<file path="config.mk">
export PLATFORM = sky130hd
export DESIGN_NAME = player_action_fsm
export DESIGN_NICKNAME = d
export VERILOG_FILES = /design/src/rtl/player_action_fsm.sv
export SDC_FILE = /design/constraint.sdc
export NUM_CORES = 1
export LEC_CHECK = 0
export CORE_MARGIN = 4
export CORE_UTILIZATION = 40
export DETAILED_ROUTE_END_ITERATION = 6
export GPL_ROUTABILITY_DRIVEN = 0
export PLACE_DENSITY = 0.75
export SLEW_MARGIN = 40
export SYNTH_ARGS = -nofsm -noshare
export SYNTH_HDL_FRONTEND = slang
export SYNTH_SLANG_ARGS = --single-unit
</file>
<file path="constraint.sdc">
create_clock -name clk_game -period 3.59 [get_ports clk_game]
set_clock_uncertainty 0.2 [all_clocks]
set_input_delay 0.718 -clock clk_game [delete_from_list [all_inputs] [get_ports clk_game]]
set_output_delay 0.718 -clock clk_game [all_outputs]
set_load 0.02 [all_outputs]
</file>
<file path="src/rtl/player_action_fsm.sv">
// player_action_fsm: player movement plus a three-phase attack sequencer.
// Movement steps one position per MOVE_DIV held cycles and saturates at 0 and POS_MAX.
// An attack press starts WINDUP -> ACTIVE -> RECOVER -> IDLE, with exact phase lengths.
// Optional feature macro PLAYER_ATTACK_QUEUE_EN: a press during RECOVER is queued and
// chains straight into a new WINDUP when RECOVER expires, with no IDLE cycle between.
module player_action_fsm #(
  parameter int POS_W           = 8,
  parameter int POS_MAX         = 159,
  parameter int START_POS       = 20,
  parameter int FACE_RIGHT_INIT = 1,
  parameter int MOVE_DIV        = 2,
  parameter int WINDUP_CYC      = 3,
  parameter int ACTIVE_CYC      = 2,
  parameter int RECOVER_CYC     = 4
) (
  input  logic             clk_game,
  input  logic             reset_n,
  input  logic             game_enable,
  input  logic             btn_left,
  input  logic             btn_right,
  input  logic             btn_attack,
  output logic [POS_W-1:0] pos,
  output logic             facing_right,
  output logic [1:0]       state,
  output logic             attack_start,
  output logic             hit_active,
  output logic             attack_queued
);

  // Phase counter counts 0..CYC-1, so it only needs to hold the largest CYC-1.
  localparam int PH_MAX0 = (WINDUP_CYC > ACTIVE_CYC) ? WINDUP_CYC : ACTIVE_CYC;
  localparam int PH_MAX  = (PH_MAX0 > RECOVER_CYC) ? PH_MAX0 : RECOVER_CYC;
  localparam int PH_W    = (PH_MAX > 1) ? $clog2(PH_MAX) : 1;
  localparam int MV_W    = (MOVE_DIV > 1) ? $clog2(MOVE_DIV) : 1;

  localparam logic [PH_W-1:0]  PH_WINDUP_LAST  = PH_W'(WINDUP_CYC - 1);
  localparam logic [PH_W-1:0]  PH_ACTIVE_LAST  = PH_W'(ACTIVE_CYC - 1);
  localparam logic [PH_W-1:0]  PH_RECOVER_LAST = PH_W'(RECOVER_CYC - 1);
  localparam logic [MV_W-1:0]  MV_LAST         = MV_W'(MOVE_DIV - 1);
  localparam logic [POS_W-1:0] POS_HI          = POS_W'(POS_MAX);
  localparam logic [POS_W-1:0] POS_LO          = '0;

  typedef enum logic [1:0] {
    S_IDLE    = 2'd0,
    S_WINDUP  = 2'd1,
    S_ACTIVE  = 2'd2,
    S_RECOVER = 2'd3
  } state_t;

  state_t           r_state;
  state_t           w_state_next;
  logic [PH_W-1:0]  r_phase_cnt;
  logic [PH_W-1:0]  w_phase_next;
  logic [MV_W-1:0]  r_move_cnt;
  logic [MV_W-1:0]  w_move_next;
  logic [POS_W-1:0] r_pos;
  logic [POS_W-1:0] w_pos_next;
  logic             r_facing;
  logic             w_facing_next;
  logic             r_btn_attack_q;
  logic             r_attack_start;
  logic             w_attack_start_next;
  logic             r_hit_active;
  logic             w_press;
  logic             w_move_req;
  logic             w_phase_last;
`ifdef PLAYER_ATTACK_QUEUE_EN
  logic             r_queued;
  logic             w_queued_next;
`endif

  // Rising edge of the attack button relative to last cycle's sample.
  assign w_press    = btn_attack & ~r_btn_attack_q;
  // Exactly one direction held while idle and running, and no attack this cycle.
  assign w_move_req = game_enable & (r_state == S_IDLE) & (btn_left ^ btn_right) & ~w_press;

  // Last cycle of the current attack phase.
  always_comb begin
    w_phase_last = 1'b0;
    case (r_state)
      S_WINDUP:  w_phase_last = (r_phase_cnt == PH_WINDUP_LAST);
      S_ACTIVE:  w_phase_last = (r_phase_cnt == PH_ACTIVE_LAST);
      S_RECOVER: w_phase_last = (r_phase_cnt == PH_RECOVER_LAST);
      default:   w_phase_last = 1'b0;
    endcase
  end

  // Next-state, counter, position and facing logic; everything holds while disabled.
  always_comb begin
    w_state_next        = r_state;
    w_phase_next        = r_phase_cnt;
    w_move_next         = r_move_cnt;
    w_pos_next          = r_pos;
    w_facing_next       = r_facing;
    w_attack_start_next = 1'b0;
`ifdef PLAYER_ATTACK_QUEUE_EN
    w_queued_next       = r_queued;
`endif
    if (game_enable) begin
      case (r_state)
        S_IDLE: begin
          if (w_press) begin
            w_state_next        = S_WINDUP;
            w_phase_next        = '0;
            w_move_next         = '0;
            w_attack_start_next = 1'b1;
          end else if (w_move_req) begin
            w_facing_next = btn_right;
            if (r_move_cnt == MV_LAST) begin
              // Counter wraps even when the step is suppressed at a bound.
              w_move_next = '0;
              if (btn_right) begin
                if (r_pos != POS_HI) w_pos_next = r_pos + 1'b1;
              end else begin
                if (r_pos != POS_LO) w_pos_next = r_pos - 1'b1;
              end
            end else begin
              w_move_next = r_move_cnt + 1'b1;
            end
          end else begin
            w_move_next = '0;
          end
        end
        S_WINDUP: begin
          w_move_next = '0;
          if (w_phase_last) begin
            w_state_next = S_ACTIVE;
            w_phase_next = '0;
          end else begin
            w_phase_next = r_phase_cnt + 1'b1;
          end
        end
        S_ACTIVE: begin
          w_move_next = '0;
          if (w_phase_last) begin
            w_state_next = S_RECOVER;
            w_phase_next = '0;
          end else begin
            w_phase_next = r_phase_cnt + 1'b1;
          end
        end
        default: begin // S_RECOVER
          w_move_next = '0;
`ifdef PLAYER_ATTACK_QUEUE_EN
          if (w_press) w_queued_next = 1'b1;
          if (w_phase_last) begin
            w_phase_next = '0;
            // A press on the final RECOVER cycle counts as queued too.
            if (r_queued | w_press) begin
              w_state_next        = S_WINDUP;
              w_attack_start_next = 1'b1;
              w_queued_next       = 1'b0;
            end else begin
              w_state_next = S_IDLE;
            end
          end else begin
            w_phase_next = r_phase_cnt + 1'b1;
          end
`else
          if (w_phase_last) begin
            w_state_next = S_IDLE;
            w_phase_next = '0;
          end else begin
            w_phase_next = r_phase_cnt + 1'b1;
          end
`endif
        end
      endcase
    end
  end

  // Attack button sample, taken every cycle regardless of game_enable.
  always_ff @(posedge clk_game or negedge reset_n) begin
    if (!reset_n) r_btn_attack_q <= 1'b0;
    else          r_btn_attack_q <= btn_attack;
  end

  // State, counters, position, facing and registered outputs.
  always_ff @(posedge clk_game or negedge reset_n) begin
    if (!reset_n) begin
      r_state        <= S_IDLE;
      r_phase_cnt    <= '0;
      r_move_cnt     <= '0;
      r_pos          <= POS_W'(START_POS);
      r_facing       <= 1'(FACE_RIGHT_INIT);
      r_attack_start <= 1'b0;
      r_hit_active   <= 1'b0;
    end else begin
      r_state        <= w_state_next;
      r_phase_cnt    <= w_phase_next;
      r_move_cnt     <= w_move_next;
      r_pos          <= w_pos_next;
      r_facing       <= w_facing_next;
      r_attack_start <= w_attack_start_next;
      r_hit_active   <= (w_state_next == S_ACTIVE);
    end
  end

`ifdef PLAYER_ATTACK_QUEUE_EN
  // Queued-attack flag, set by a RECOVER press and consumed at RECOVER expiry.
  always_ff @(posedge clk_game or negedge reset_n) begin
    if (!reset_n) r_queued <= 1'b0;
    else          r_queued <= w_queued_next;
  end
  assign attack_queued = r_queued;
`else
  assign attack_queued = 1'b0;
`endif

  assign pos          = r_pos;
  assign facing_right = r_facing;
  assign state        = r_state;
  assign attack_start = r_attack_start;
  assign hit_active   = r_hit_active;

endmodule
</file>
==> results of run 1 <==
## final timing paths
kind | slack (ns) | cells past startpoint | from | to
setup reg to reg | 1.31 | 5 | pos[1] | pos[1]
min in group clk_game | 0.30 | 1 | r_move_cnt | r_move_cnt
hold / removal | 0.13 | 1 | reset_n | pos[6]
hold reg to reg | 0.30 | 1 | r_move_cnt | r_move_cnt
max in group asynchronous | 2.75 | 1 | reset_n | facing_right
setup / recovery | 0.83 | 8 | btn_right | pos[7]
## through the flow
| step | utilization (%) | area (µm²) | worst slack, ns |
|---|---|---|---|
| after floorplan | - | 1060 | 1.04 |
| after global placement | 50.3 | 1260 | 0.567 |
| after detailed placement | 50.3 | 1260 | 0.535 |
| after CTS | 51.4 | 1280 | 0.805 |
| after global routing | 51.2 | 1280 | 0.630 |
| final | 51.2 | 1280 | 0.831 |
## where the power goes
group	total [mW]	internal, mW	switching [mW]
logic	0.475	0.251	0.224
registers	0.352	0.265	0.0875
clock network	0.106	0.0432	0.0630
## kinds of logic (layout without fill, tap and decap cells)
logic type      after synthesis  in the layout  share of synthesized area [%]
simple gates                 25             25                           13.2
compound gates               24             24                           15.1
other cells                   1              1                          0.353
mux                           9              9                           11.5
xor+xnor                      8              8                           6.59
buf+inv                       8             26                           4.00
fa+ha+maj                     7              7                           8.94
flops                        17             17                           40.4
## state kept, by name, indices dropped and copies added (netlist names)
signal	cells
attack_start	1
facing_right	1
hit_active	1
pos	8
r_btn_attack_q	1
r_move_cnt	1
r_phase_cnt	2
state	2
## layout make-up
cell class | instances | area [µm²] | area share (%)
Tap cell | 30 | 37.5 | 2.94
Timing Repair Buffer | 19 | 183 | 14.3
Multi-Input combinational cell | 74 | 592 | 46.3
Clock buffer | 4 | 26.3 | 2.05
Inverter | 3 | 11.3 | 0.881
Sequential cell | 17 | 429 | 33.6
## synth_stat cells (3+ instances only)
master	number
a21oi_1	5
dfstp_2	3
nand2_1	4
xnor2_1	3
o21ai_0	6
inv_1	3
o211ai_1	3
xor2_1	5
mux2_4	6
dfrtp_1	14
ha_1	6
nand3_1	4
nor2_1	4
nor2b_1	4
## layer usage
layer  global-route usage [%]  share of wire (%)  vias up  routed length (µm)
met5                        0                  0        -                   0
met4                     3.80               0.57        0                  12
li1                         -                  -      390                   -
met3                     2.18                4.5        2                  95
met2                     23.7                 52       14                1080
met1                     15.5                 43      404                 903
==> results.txt, run 1 <==
DRT iter0 DRCs = 15
Hold Path Class = in2async
Synthesized Nets = 112
Post-synthesis sequential area ratio = 40.4%
Synth top area share = 32.9%
Crit-path slowest cell = clkdlybuf4s50_1
Worst path cell trace = clkdlybuf4s50_1, inv_1, ha_1, a211oi_1, o21ai_0, a211oi_1, o2111a_1, xor2_1
Drt wl/cell = 14.2 µm
Cell count after synthesis = 99
CP top delay family = compound AO/OA/AOI/OAI gates
Buffers added on ports = 18
Synthesized area = 1060 µm²
Layout Cells excl Fill = 147
Fmax = 0.363 GHz
Deepest clock path buffer count = 2
Num CTS Buffers = 3
Final cycle utilization of the critical path = 76.8%
Hold WS = 0.127 ns
Status = complete, no violations
Clk slew on worst S/H paths = 0.10 ns
Antenna violations before repair = 0
Worst Path Arrival = 2.79 ns
Count of pins over their slew limit = 0
Initial Utilization = 42.5%
Total clock sinks = 17
Dpl cells = 143
Worst path most repeated cell = a211oi_1
Leak pwr = 0.583 nW
Type of destination of the critical path = register
Total GRT Usage = 13.0%
Yosys top cell by area = dfrtp_1
CP Class = in2reg
ANT nets after route = 0
Synth-to-Final Area Change = 20.2%
Final setup violation count = 0
Latest clock arrival within the worst-skew pair = 0.29 ns
Final WL = 2090 µm
Ys async rst share = 100%
Chip width = 59.6 µm
CP max stage delay = 0.49 ns
Number of global-route vias before repair = 814
Diodes inserted = 0
Setup TNS = 0 ns
Final Critical Period = 2.76 ns
Vias per cell = 5.51
CTS tree = done
Global route overflow = 0
Core area = 2500 µm²
RSZ-0062 raised after global routing = no
Drt pass-1 iters = 4
Layout cell share with drive strength beyond 1 = 16.2%
Hold buffer count at CTS = 0
Post_cts resized = 0
Crit path required time = 3.62 ns
Ys Warns = 0
Total power = 934 µW
Most common cell after layout, fill and taps aside = clkdlybuf4s50_1
Most frequent cells in the layout = clkdlybuf4s50_1 (17), dfrtp_1 (14), o21ai_0 (6), mux2_4 (6), ha_1 (6)
Yosys cell types = 37
Post-Syn Area per Cell = 10.7 µm²
Setup Fix Bufs, Post-CTS = 0
First-pass GRT wire length = 3530 µm
Crit path buf inv count = 2
Die ar. = 3550 µm²
Via count = 810
Number of synthesized register bits = 17
# DRC = 0
Htree depth = 1
# Max-Cap Violations = 0
Synth area leaders = dfrtp_1 (33%), mux2_4 (8.5%), dfstp_2 (7.4%)
Ys flop type = dfrtp_1
Crit-path max FO = 7
EDFF count, synth = 0
Fin. Hold Viols = 0
Number of fillers in the final layout = 237
NumNets Final = 131
Root buf cell = clkbuf_4
Pwr dens = 730 nW/µm²
Largest net degree at the start of global routing = 18
Critical path startpoint category = input port
Die Ht = 59.6 µm
Final HPWL DP = 1580 µm
I/O pin cnt = 20
Peak VDD IR = 0.429 mV
Row cnt = 18
No activity file was read; power rests on OpenSTA's default activity.
==> run 2: changes to the inputs <==
- clock period: 3.59 -> 2.7 ns (I/O delays scaled with it)
==> run 2 against run 1 <==
Compared with the run above: non-clock buffer count rose by 10; clock-buffer cell count fell by 1; register-to-register slack got worse by 0.92 ns; power rose by 38%; critical endpoint is now pos[6].
==> results.txt, run 2 (synthesis results as in run 1) <==
# DRC = 0 (unchanged)
Critical path startpoint category = input port
Pwr dens = 946 nW/µm² (+30%)
Chip width = 59.6 µm (unchanged)
Final WL = 2150 µm (+2.9%)
Hold Path Class = reg2reg
Htree depth = 1 (unchanged)
Synth-to-Final Area Change = 27.6%
Clk slew on worst S/H paths = 0.09 ns (about the same)
Leak pwr = 0.635 nW (+9.0%)
Type of destination of the critical path = register
Initial Utilization = 42.5% (unchanged)
Root buf cell = clkbuf_4
Antenna violations before repair = 0 (unchanged)
Footprint of the multi-input gates = 592 µm² (unchanged)
Final HPWL DP = 1710 µm (+8.3%)
Via count = 832 (+2.7%)
Net Sw Frac = 39.9% (-0.27 points)
Total clock sinks = 17 (unchanged)
Switching power = 512 µW (+37%)
Diodes inserted = 0 (unchanged)
Crit path required time = 2.68 ns (-0.94 ns)
Peak VDD IR = 0.625 mV (+46%)
Reg power frac = 36.8% (-0.9 points)
Fin. Hold Viols = 0 (unchanged)
ANT nets after route = 0 (unchanged)
Most common cell after layout, fill and taps aside = clkdlybuf4s50_1
First-pass GRT wire length = 3640 µm (+3.1%)
Status = complete, no violations
Combinational power share = 52.5% (+1.6 points)
Count of pins over their slew limit = 0 (unchanged)
Deepest clock path buffer count = 2 (unchanged)
Row cnt = 18 (unchanged)
Total GRT Usage = 13.6% (+0.59 points)
Fmax = 0.398 GHz
Largest net degree at the start of global routing = 18 (unchanged)
Final cycle utilization of the critical path = 93.0%
Drt wl/cell = 13.7 µm (-3.7%)
Worst Path Arrival = 2.49 ns (-0.30 ns)
Layout cell share with drive strength beyond 1 = 22.8% (+6.6 points)
Crit-path max FO = 7 (unchanged)
Die Ht = 59.6 µm (unchanged)
Number of fillers in the final layout = 225 (-5.1%)
Finished Cell Area = 1360 µm² (+6.2%)
Drt pass-1 iters = 2 (-2)
Part of the power in the clock network = 10.7% (-0.7 points)
Final core utilization = 54.3% (+3.2 points)
Latest clock arrival within the worst-skew pair = 0.30 ns (about the same)
Buffers added on ports = 18 (unchanged)
Final Critical Period = 2.51 ns
Num CTS Buffers = 3 (unchanged)
Highest routing layer actually used = met4
Most frequent cells in the layout = clkdlybuf4s50_1 (17), dfrtp_1 (14), buf_4 (10)
Max reg flops = 8 (unchanged)
Hold WS = 0.314 ns (+0.187 ns)
R2r setup slk = 0.39 ns (-0.92 ns)
Number of global-route vias before repair = 831 (+2.1%)
Reg area = 429 µm² (unchanged)
Die ar. = 3550 µm² (unchanged)
I/O pin cnt = 20 (unchanged)
CP Class = in2reg
NumNets Final = 141 (+7.6%)
Hold path depth = 1
Vias per cell = 5.30 (-3.8%)
CTS tree = done
Met2 wire len = 1070 µm (-1.0%)
Worst R2R Path Depth = 6 (+1)
Core area = 2500 µm² (unchanged)
Final setup violation count = 0 (unchanged)
RSZ-0062 raised after global routing = no
DRT iter0 DRCs = 8 (-7)
Post-placement cell area = 1330 µm² (+5.4%)
Met3 wire len = 73 µm (-23%)
Internal = 772 µW (+38%)
# Max-Cap Violations = 0 (unchanged)
Metal-1 WL = 992 µm (+9.9%)
Global route overflow = 0 (unchanged)
run 2: changes by cell type in the layout (fill, tap and decap cells not counted):
cell / delta
clkinv_2: +1
clkbuf_1: -1
o21ai_1: +1
dlygate4sd3_1: +1
o21ai_0: -1
buf_4: +9
run 2: power by group through the flow:
stage,combinational (mW),clock [mW],sequential (mW)
floorplan,0.356,0,0.525
global placement,0.654,0,0.467
detailed placement,0.680,0,0.475
CTS,0.681,0.143,0.471
global route,0.733,0.154,0.491
finish,0.674,0.137,0.472
run 2: layer usage:
layer | global-route usage [%] | up-vias
met1 | 17.2 | 401
met3 | 2.40 | 2
met4 | 4.11 | 0
met5 | 0 | -
li1 | - | 413
met2 | 23.6 | 16
run 2: layout make-up:
class / count / share of cell area, %
Clock buffer: 3 / 1.66
Sequential cell: 17 / 31.6
Clock inverter: 1 / 0.369
Timing Repair Buffer: 29 / 19.2
Tap cell: 30 / 2.76
Multi-Input combinational cell: 74 / 43.6
Inverter: 3 / 0.829
run 2: what timing repair did:
item / in CTS / in global routing
hold buffers: 0 / 1
hold endpoints to repair: 0 / 14
endpoints found under the setup margin: 0 / 1
gates resized for setup: 0 / 1
buffers inserted: 0 / 0
run 2: final timing paths:
check,startpoint,end
setup / recovery,btn_right,pos[6]
hold / removal,r_move_cnt,r_move_cnt
setup reg to reg,pos[1],pos[5]
hold reg to reg,r_move_cnt,r_move_cnt
max in group asynchronous,reset_n,facing_right
min in group asynchronous,reset_n,pos[3]
run 2: critical path: stages:
cell and delay, ns:
clkdlybuf4s50_1 0.47, inv_1 0.14, fa_1 0.49, a21oi_1 0.22
o211ai_1 0.13, a21oi_1 0.18, xnor2_1 0.08, mux2_4 0.25
run 2: stage by stage:
| stage | TNS (ns) | cells | total power [mW] | setup WS [ns] |
|---|---|---|---|---|
| after floorplan | 0 | 99 | 0.880 | 0.330 |
| after global placement | -0.166 | 152 | 1.12 | -0.0856 |
| after detailed placement | -0.210 | 152 | 1.16 | -0.124 |
| after CTS | 0 | 156 | 1.30 | 0.195 |
| after global routing | 0 | 157 | 1.38 | 0.0432 |
| final | 0 | 157 | 1.28 | 0.188 |
